`config.mk`:
```
export PLATFORM = sky130hd
export DESIGN_NAME = stage_sequencer
export DESIGN_NICKNAME = d
export VERILOG_FILES = /design/src/rtl/cpu_pkg.sv /design/src/rtl/stage_wait_timer.sv /design/src/rtl/stage_sequencer.sv
export SDC_FILE = /design/constraint.sdc
export NUM_CORES = 1
export LEC_CHECK = 0
export ABC_AREA = 1
export CAP_MARGIN = 20
export CELL_PAD_IN_SITES_DETAIL_PLACEMENT = 2
export CELL_PAD_IN_SITES_GLOBAL_PLACEMENT = 2
export CORE_ASPECT_RATIO = 0.7
export CORE_MARGIN = 5
export CORE_UTILIZATION = 23
export DETAILED_ROUTE_END_ITERATION = 10
export PLACE_DENSITY_LB_ADDON = 0.25
export SLEW_MARGIN = 30
export SYNTH_ARGS = -nofsm -noshare
export SYNTH_HDL_FRONTEND = slang
export SYNTH_SLANG_ARGS = --single-unit
```
`constraint.sdc`:
```
create_clock -name Clock -period 1.4 [get_ports Clock]
set_clock_uncertainty 0.05 [all_clocks]
set_input_delay 0.28 -clock Clock [delete_from_list [all_inputs] [get_ports Clock]]
set_output_delay 0.28 -clock Clock [all_outputs]
set_load 0.02 [all_outputs]
```
`src/rtl/cpu_pkg.sv`:
```
// Shared definitions for the instruction sequencer.
//   stage_e     : Stage encodings driven to the stage-enable decoder
//   MEM_*       : memory/register-file operation codes
//   dec_ctrl_t  : per-instruction decode controls held from Decode to Write Back
//   nop_ctrl()  : neutral control set used for NOPs and after reset
package cpu_pkg;

    typedef enum logic [2:0] {
        ST_IDLE   = 3'd0,
        ST_FETCH  = 3'd1,
        ST_DECODE = 3'd2,
        ST_EXEC   = 3'd3,
        ST_MEM    = 3'd4,
        ST_WB     = 3'd5,
        ST_HALT   = 3'd7
    } stage_e;

    localparam logic [1:0] MEM_NONE    = 2'd0;
    localparam logic [1:0] MEM_READ    = 2'd1;
    localparam logic [1:0] MEM_WRITE   = 2'd2;
    localparam logic [1:0] MEM_LOAD_RF = 2'd3;

    localparam logic [1:0] PC_SEL_DEFAULT = 2'b01;

    typedef struct packed {
        logic       ma_select;
        logic [1:0] mem_op_mem;
        logic [1:0] mem_op_wb;
        logic [1:0] pc_select;
        logic       inc_select;
        logic       jump;
        logic       halt;
    } dec_ctrl_t;

    // Controls that make an instruction side-effect free.
    function automatic dec_ctrl_t nop_ctrl();
        dec_ctrl_t c;
        c.ma_select  = 1'b1;
        c.mem_op_mem = MEM_NONE;
        c.mem_op_wb  = MEM_NONE;
        c.pc_select  = PC_SEL_DEFAULT;
        c.inc_select = 1'b0;
        c.jump       = 1'b0;
        c.halt       = 1'b0;
        return c;
    endfunction

endpackage

```
`src/rtl/stage_wait_timer.sv`:
```
// Memory-stall counter for the sequencer's Memory stage.
//   clk       : system clock
//   rst_n     : synchronous active-low reset
//   clear     : zero the count (asserted on entry to Memory)
//   inc       : count one stall cycle; saturates at WAIT_LIMIT
//   limit_hit : count has reached WAIT_LIMIT
module stage_wait_timer #(
    parameter int WAIT_LIMIT = 8
) (
    input  logic clk,
    input  logic rst_n,
    input  logic clear,
    input  logic inc,
    output logic limit_hit
);

    localparam int CNT_W = $clog2(WAIT_LIMIT + 1);

    logic [CNT_W-1:0] count_q;

    always_ff @(posedge clk) begin
        if (!rst_n) begin
            count_q <= '0;
        end else if (clear) begin
            count_q <= '0;
        end else if (inc && !limit_hit) begin
            count_q <= count_q + 1'b1;
        end
    end

    assign limit_hit = (count_q == CNT_W'(WAIT_LIMIT));

endmodule

```
`src/rtl/stage_sequencer.sv`:
```
// Five-stage instruction sequencer (Fetch/Decode/Execute/Memory/Write Back).
//   Clock, Reset_n      : clock, synchronous active-low reset
//   Run                 : start / continue sequencing
//   NOP_In, Halt_In     : decoder indications, sampled at the end of Decode
//   *_Dec               : decoded controls, latched at the end of Decode
//   Branch_Taken        : CCR condition, sampled leaving Memory
//   Mem_Wait            : memory not ready, honoured only in Memory
//   Stage               : 0 idle, 1..5 F/D/E/M/WB, 7 halted
//   *_Stage outputs     : latched decode controls, stable from Execute to Write Back
//   PC_Enable_...       : PC reload enable, high only in Write Back of a taken jump
//   Halted, Timeout_Error, Instr_Count : status
module stage_sequencer
    import cpu_pkg::*;
#(
    parameter int WAIT_LIMIT = 8,
    parameter int COUNT_W    = 16
) (
    input  logic               Clock,
    input  logic               Reset_n,
    input  logic               Run,
    input  logic               NOP_In,
    input  logic               Halt_In,
    input  logic               MA_Select_Dec,
    input  logic [1:0]         Mem_Op_Mem_Dec,
    input  logic [1:0]         Mem_Op_WB_Dec,
    input  logic [1:0]         PC_Select_Dec,
    input  logic               INC_Select_Dec,
    input  logic               Jump_Dec,
    input  logic               Branch_Taken,
    input  logic               Mem_Wait,
    output logic [2:0]         Stage,
    output logic               NOP_FLAG,
    output logic               MA_Select_Memory_Stage,
    output logic [1:0]         Memory_Z_RM_WM_RF_Memory_Stage,
    output logic [1:0]         Memory_Z_RM_WM_RF_WriteBack_Stage,
    output logic [1:0]         PC_Select_WriteBack_Stage,
    output logic               INC_Select_WriteBack_Stage,
    output logic               PC_Enable_Write_Back_Stage_Jump_Branch,
    output logic               Halted,
    output logic               Timeout_Error,
    output logic [COUNT_W-1:0] Instr_Count
);

    stage_e             stage_q, stage_d;
    dec_ctrl_t          ctrl_q, dec_in;
    logic               nop_flag_q;
    logic               pc_en_q;
    logic               timeout_q;
    logic [COUNT_W-1:0] count_q;
    logic               wait_clear, wait_inc, wait_hit, timeout_set;

    assign dec_in = '{ma_select:  MA_Select_Dec,
                      mem_op_mem: Mem_Op_Mem_Dec,
                      mem_op_wb:  Mem_Op_WB_Dec,
                      pc_select:  PC_Select_Dec,
                      inc_select: INC_Select_Dec,
                      jump:       Jump_Dec,
                      halt:       Halt_In};

    stage_wait_timer #(.WAIT_LIMIT(WAIT_LIMIT)) u_wait_timer (
        .clk       (Clock),
        .rst_n     (Reset_n),
        .clear     (wait_clear),
        .inc       (wait_inc),
        .limit_hit (wait_hit)
    );

    always_ff @(posedge Clock) begin
        if (!Reset_n) begin
            stage_q <= ST_IDLE;
        end else begin
            stage_q <= stage_d;
        end
    end

    always_comb begin
        stage_d     = stage_q;
        wait_clear  = 1'b0;
        wait_inc    = 1'b0;
        timeout_set = 1'b0;
        case (stage_q)
            ST_IDLE:   if (Run) stage_d = ST_FETCH;
            ST_FETCH:  stage_d = ST_DECODE;
            ST_DECODE: stage_d = ST_EXEC;
            ST_EXEC: begin
                stage_d    = ST_MEM;
                wait_clear = 1'b1;
            end
            ST_MEM: begin
                if (!Mem_Wait) begin
                    stage_d = ST_WB;
                end else if (wait_hit) begin
                    stage_d     = ST_HALT;
                    timeout_set = 1'b1;
                end else begin
                    wait_inc = 1'b1;
                end
            end
            ST_WB: begin
                // A latched halt wins over both Run and Run=0.
                if (ctrl_q.halt && !nop_flag_q) stage_d = ST_HALT;
                else if (Run)                  stage_d = ST_FETCH;
                else                           stage_d = ST_IDLE;
            end
            ST_HALT:   stage_d = ST_HALT;
            default:   stage_d = ST_HALT;
        endcase
    end

    always_ff @(posedge Clock) begin
        if (!Reset_n) begin
            ctrl_q     <= nop_ctrl();
            nop_flag_q <= 1'b0;
            pc_en_q    <= 1'b0;
            timeout_q  <= 1'b0;
            count_q    <= '0;
        end else begin
            if (stage_q == ST_DECODE) begin
                nop_flag_q <= NOP_In;
                ctrl_q     <= NOP_In ? nop_ctrl() : dec_in;
            end else if (stage_d == ST_FETCH) begin
                nop_flag_q <= 1'b0;
            end

            // Only the Memory->Write Back edge can raise the PC reload.
            pc_en_q <= (stage_q == ST_MEM && stage_d == ST_WB) ?
                       (ctrl_q.jump & Branch_Taken & ~nop_flag_q) : 1'b0;

            if (timeout_set) timeout_q <= 1'b1;

            // Every exit from Write Back retires the instruction.
            if (stage_q == ST_WB && !nop_flag_q) count_q <= count_q + 1'b1;
        end
    end

    assign Stage                                  = stage_q;
    assign NOP_FLAG                               = nop_flag_q;
    assign MA_Select_Memory_Stage                 = ctrl_q.ma_select;
    assign Memory_Z_RM_WM_RF_Memory_Stage         = ctrl_q.mem_op_mem;
    assign Memory_Z_RM_WM_RF_WriteBack_Stage      = ctrl_q.mem_op_wb;
    assign PC_Select_WriteBack_Stage              = ctrl_q.pc_select;
    assign INC_Select_WriteBack_Stage             = ctrl_q.inc_select;
    assign PC_Enable_Write_Back_Stage_Jump_Branch = pc_en_q;
    assign Halted                                 = (stage_q == ST_HALT);
    assign Timeout_Error                          = timeout_q;
    assign Instr_Count                            = count_q;

endmodule
```
**Word-level counts from Yosys, hierarchy flattened**

Index checks and enable logic that the tools add are counted.

- Register bits: 36
- Input port bits: 16
- Output and inout bits: 31
- Word-level logic and storage cells: 54

- $add $sub $neg: 2
- Equality and inequality tests: 9
- Muxes and demuxes: 16
- Bitwise logic cells: 4
- Reductions and logical operators: 10

Operators with widths:

| kind | count |
|---|---|
| $pmux W3 S6 | 1 |
| $add A16 B1 Y16 const B | 1 |
| $eq A3 B3 Y1 const B | 4 |
| $mux W3 | 4 |
| $mux W1 | 10 |
| $mux W10 | 1 |
| $eq A3 B1 Y1 const B | 2 |
| $eq A3 B2 Y1 const B | 2 |
| $add A4 B1 Y4 const B | 1 |
| $eq A4 B4 Y1 const B | 1 |
| $logic_and A1 B1 Y1 | 4 |
| $logic_not A3 Y1 | 1 |
| $and A1 B1 Y1 | 2 |
| $logic_not A1 Y1 | 2 |
| $not A1 Y1 | 2 |
| $reduce_and A2 Y1 | 1 |
| $reduce_bool A2 Y1 | 1 |
| $reduce_or A2 Y1 | 1 |

**Longest topological paths before layout**

- Depth in word-level cells: 7
- Gate-level depth with buffers: 10
- Depth with buffers taken out: 10

**By module**

A second synthesis with hierarchy kept.

- Cells, all modules: 248
- Area total of the unflattened synthesis: 1824.2 µm²

By module, submodules not included:

| module | instances | cells an instance | area an instance (µm²) | sequential area each (µm²) |
|---|---|---|---|---|
| stage_sequencer | 1 | 215 | 1592.8 | 640.6 |
| stage_wait_timer | 1 | 33 | 231.5 | 80.1 |

**Worst setup path after synthesis**

OpenSTA, ideal clock, no wires.

- Kind: reg2reg
- Start point: register stage_q[2] (netlist: Stage[2])
- End point: register count_q[11] (netlist: Instr_Count[11])
- Setup time: 111 ps
- Arrival time: 1366 ps
- Data required time: 1239 ps
- Slack: -127 ps
- Stages on the path, launching flop included: 10
- Path buffers: 0
- Clock period less this slack: 1527 ps
- Cell sequence: dfxtp_1 > nand2_2 > nor2_4 > nand2_4 > nor2_8 > nand3_4 > nor2_4 > nand3_1 > nand2_1 > nor2_2

- Word-level cells in the longest chain between the ends: 2

Ends and longest elaborated chain:

| what | line | RTL |
|---|---|---|
| start, declared | stage_sequencer.sv:44 | `stage_e stage_q, stage_d;` |
| start signal, assigned | stage_sequencer.sv:72 | `stage_q <= stage_d;` |
| $eq A3 B3 Y1 | stage_sequencer.sv:132 | `if (stage_q == ST_WB && !nop_flag_q) count_q <= count_q + 1'b1;` |
| $logic_and A1 B1 Y1 | stage_sequencer.sv:132 |  |
| end signal, assigned | stage_sequencer.sv:132 |  |
| end, declared | stage_sequencer.sv:49 | `logic [COUNT_W-1:0] count_q;` |

Every way passes these cells.
A chain may end at the register's enable or synchronous reset.

**Final worst setup path**

- Start point: register stage_q[2] (netlist: Stage[2])
- End point: register nop_flag_q (netlist: NOP_FLAG)

- Word-level cells in the longest chain between the ends: 5
- Elaborated cells between the ends (all ways): 13
- Classes of those cells: eq/ne: 6; mux: 5; reduce/logical: 2

Ends and longest elaborated chain:

| what | line | RTL |
|---|---|---|
| $mux W3 | stage_sequencer.sv:92 | `end else if (wait_hit) begin` |
| $mux W3 | stage_sequencer.sv:90 | `if (!Mem_Wait) begin` |
| $pmux W3 S6 | stage_sequencer.sv:81 | `case (stage_q)` |
| $eq A3 B1 Y1 | stage_sequencer.sv:121 | `end else if (stage_d == ST_FETCH) begin` |
| $reduce_bool A2 Y1 (no source line) | n/a |  |
| end signal, assigned | stage_sequencer.sv:119 | `nop_flag_q <= NOP_In;` |
| end, declared | stage_sequencer.sv:46 | `logic nop_flag_q;` |

Parallel ways exist; a longest one is shown, timed or not.

==> metrics.txt <==
min-delay worst type register to register; cell family with most CP delay simple AND/OR/NAND/NOR gates; Root Driver clkbuf_8; Max Freq 0.637 GHz; Clock Tree Buf Depth 2; Max VDD drop 0.411 mV; total iterations of the first detailed-routing run 4; met3 wire length 306 um; Worst-Skew Late Latency 0.29 ns; critical path class register to register; Post-Syn Area between 0.0015 and 0.002 mm2; worst-margin pin slew 0.305 ns; Buffers & Inverters on Critical Path 2; pre-CTS WS -0.186 ns; most common cell after layout, fill and taps aside buf_4; Core Area 0.00738 mm2; clock tree from TritonCTS done; first-pass GRT wire length 11100 um; commonest non-fill, non-tap cells in the layout 54 x buf_4, 40 x nand2_1, 29 x inv_1; M1 WL 3530 um; Worst EP arrival 1.71 ns; Layout area overhead 77.1%; layout cells sized above 1 44.3%; Leak around 0.0014 uW; RSZ-0062 raised after global routing true; DRT antenna net count 0; via count 2063; minimum clock period ~1.6 ns; total clock sinks 36; Cells after Synth roughly 250; cell taking the most area after synthesis dfxtp_1; DP HPWL 5000 um; Top-Level Pins 47; die footprint around 0.0095 mm2; die width between 100 and 150 um; Critical Path Source Type register; fin nets 370; synth unique cells 28; final hold violation count 0; post-route worst setup slack -0.170 ns; fin. max-slew vios 0; cts bufs inserted 5; CP max stage delay about 0.38 ns; Port Buffers 46; mean number of vias per cell 4.58; Final Cell Area 0.00312 mm2; worst-path maximum fanout 5; Tcrit/Tclk final 112%; Worst-path clk slew 0.08 ns; top layer in use met4; synthesized area per cell 7.20 um2; top post-synthesis cells by area dfxtp_1 41%, nand2_1 11%, inv_1 7.2%, nor2_1 7.2%, a21oi_1 4.5%; vias in the first global route 2186; GRT Total Usage 14.5%; H-tree depth 2; violated checks negative setup slack; Starting Density 23.9%; count of final setup violators 23; crit-path cells buf_4, nor2_4, buf_4, nand2_1, o21ai_0, nand2_1, nand2_2, nand3_1, nand2_1, a21oi_1; Setup crit end kind register; Routed wire per std cell 17.1 um; DP Area between 0.002 and 0.003 mm2; Yosys top cell area share 40.9%; Max Cap Viol 0; Antenna diodes 0; DIE HEIGHT 83.3 um; wirelength, routed 7680 um; met2 WL post-DR 3800 um; Synthesized Nets 264; CP required 1.54 ns; Yosys Warn Count 0; Yosys reg bits 36; largest net degree at the start of global routing 13; initial antenna violation count 0; 1st-iter DRT viols 34; most numerous cell on the critical path nand2_1; gr ovfl total 0; Pwr Density a little under 1000 mW/mm2; Row Count 26; Worst path slowest cell dfxtp_4; Post-route DRC 0; gpl congestion 0.738; sequential-to-total area share from yosys stat a little over 40%; outcome finished with violations; worst rel slew slack 79.5%
## stage by stage
step / TNS [ns] / hold WS [ns] / total power (uW) / std cells / util, %
6_report: -1.17 / 0.452 / 3000 / 450 / 42.3
3_5_place_dp: -2.99 / 0.408 / 1840 / 427 / 36.0
2_1_floorplan: -0.0187 / 0.357 / 1450 / 245 / -
4_1_cts: -0.396 / 0.436 / 2850 / 439 / 39.1
3_3_place_gp: -1.66 / 0.393 / 1830 / 427 / 36.0
5_1_grt: -3.69 / 0.481 / 3150 / 450 / 42.3
## logic make-up (layout without fill, tap and decap cells)
kind of cell / after synthesis / count (layout) / share of synthesized area (%)
buffers and inverters: 45 / 152 / 10.9
DFF: 36 / 36 / 40.9
and+or+nand+nor: 123 / 123 / 33.5
AOI/OAI and AO/OA: 38 / 38 / 12.6
adders and majority gates: 3 / 3 / 2.13
## flip-flops by register name, summed over array words and instances, names as in the netlist, 2 cells and up
name and cells:
ctrl_q 2, Stage 3, u_wait_timer.count_q 4, Instr_Count 16
PC_Select_WriteBack_Stage 2, Memory_Z_RM_WM_RF_Memory_Stage 2, Memory_Z_RM_WM_RF_WriteBack_Stage 2
## report_power, final
| group | switching (uW) | internal, uW | total [uW] |
|---|---|---|---|
| clock | 422 | 528 | 949 |
| combinational | 483 | 429 | 912 |
| sequential | 61.5 | 1080 | 1140 |
## what timing repair did
action                                  4_1_cts  5_1_grt
resized for setup                            79       68
endpoints found under the setup margin       54       39
setup buffers                                 5       11
pin swaps                                     7       15
hold endpoints to repair                      0        0
hold buffers                                  0        0
## path summary, 6_finish.rpt
path	startpoint	to	slack, ns	cells after the start
hold / removal	MA_Select_Memory_Stage$_SDFFE_PN1P_	MA_Select_Memory_Stage$_SDFFE_PN1P_	0.45	2
setup reg to reg	Stage[2]$_SDFF_PN0_	NOP_FLAG$_SDFFE_PN0P_	-0.17	10
hold reg to reg	MA_Select_Memory_Stage$_SDFFE_PN1P_	MA_Select_Memory_Stage$_SDFFE_PN1P_	0.45	2
setup / recovery	Stage[2]$_SDFF_PN0_	NOP_FLAG$_SDFFE_PN0P_	-0.17	10
## synthesized netlist by cell type
library cell	number
nand4_1	5
and3_1	1
nand3_1	13
nor2_2	2
nand3b_1	1
a211oi_1	2
nand3_4	1
nand2_1	51
dfxtp_1	36
clkbuf_1	3
nor4_1	1
o21a_1	1
a21oi_1	16
inv_1	34
nor2_1	34
nor3b_2	2
o21ai_0	8
ha_1	3
o22ai_1	2
nor2_8	1
nor2_4	3
nand2_2	1
inv_2	2
a22oi_1	8
buf_4	6
nand2_4	1
nor3_1	6
o21bai_1	1
## per-layer routing
metal	GRT usage [%]	up-vias
met5	0	-
met4	3.24	0
met3	4.36	7
met2	22.8	37
met1	19.5	1014
li1	-	1005
## worst reg2reg max path: stages (launching register included)
cell and delay (ns):
dfxtp_4 0.38, buf_4 0.15, nor2_4 0.13, buf_4 0.13
nand2_1 0.04, o21ai_0 0.13, nand2_1 0.16, nand2_2 0.10
nand3_1 0.07, nand2_1 0.07, a21oi_1 0.06
## final cells by class
type | instances | area [um2]
clock buffer | 5 | 68.8
clock inverter | 3 | 42.5
fill | 839 | 4260
inverter | 36 | 140
multi-input combinational | 164 | 1100
sequential | 36 | 747
tap | 98 | 123
timing repair buffer | 108 | 900
(Power assumes the default switching activity.)
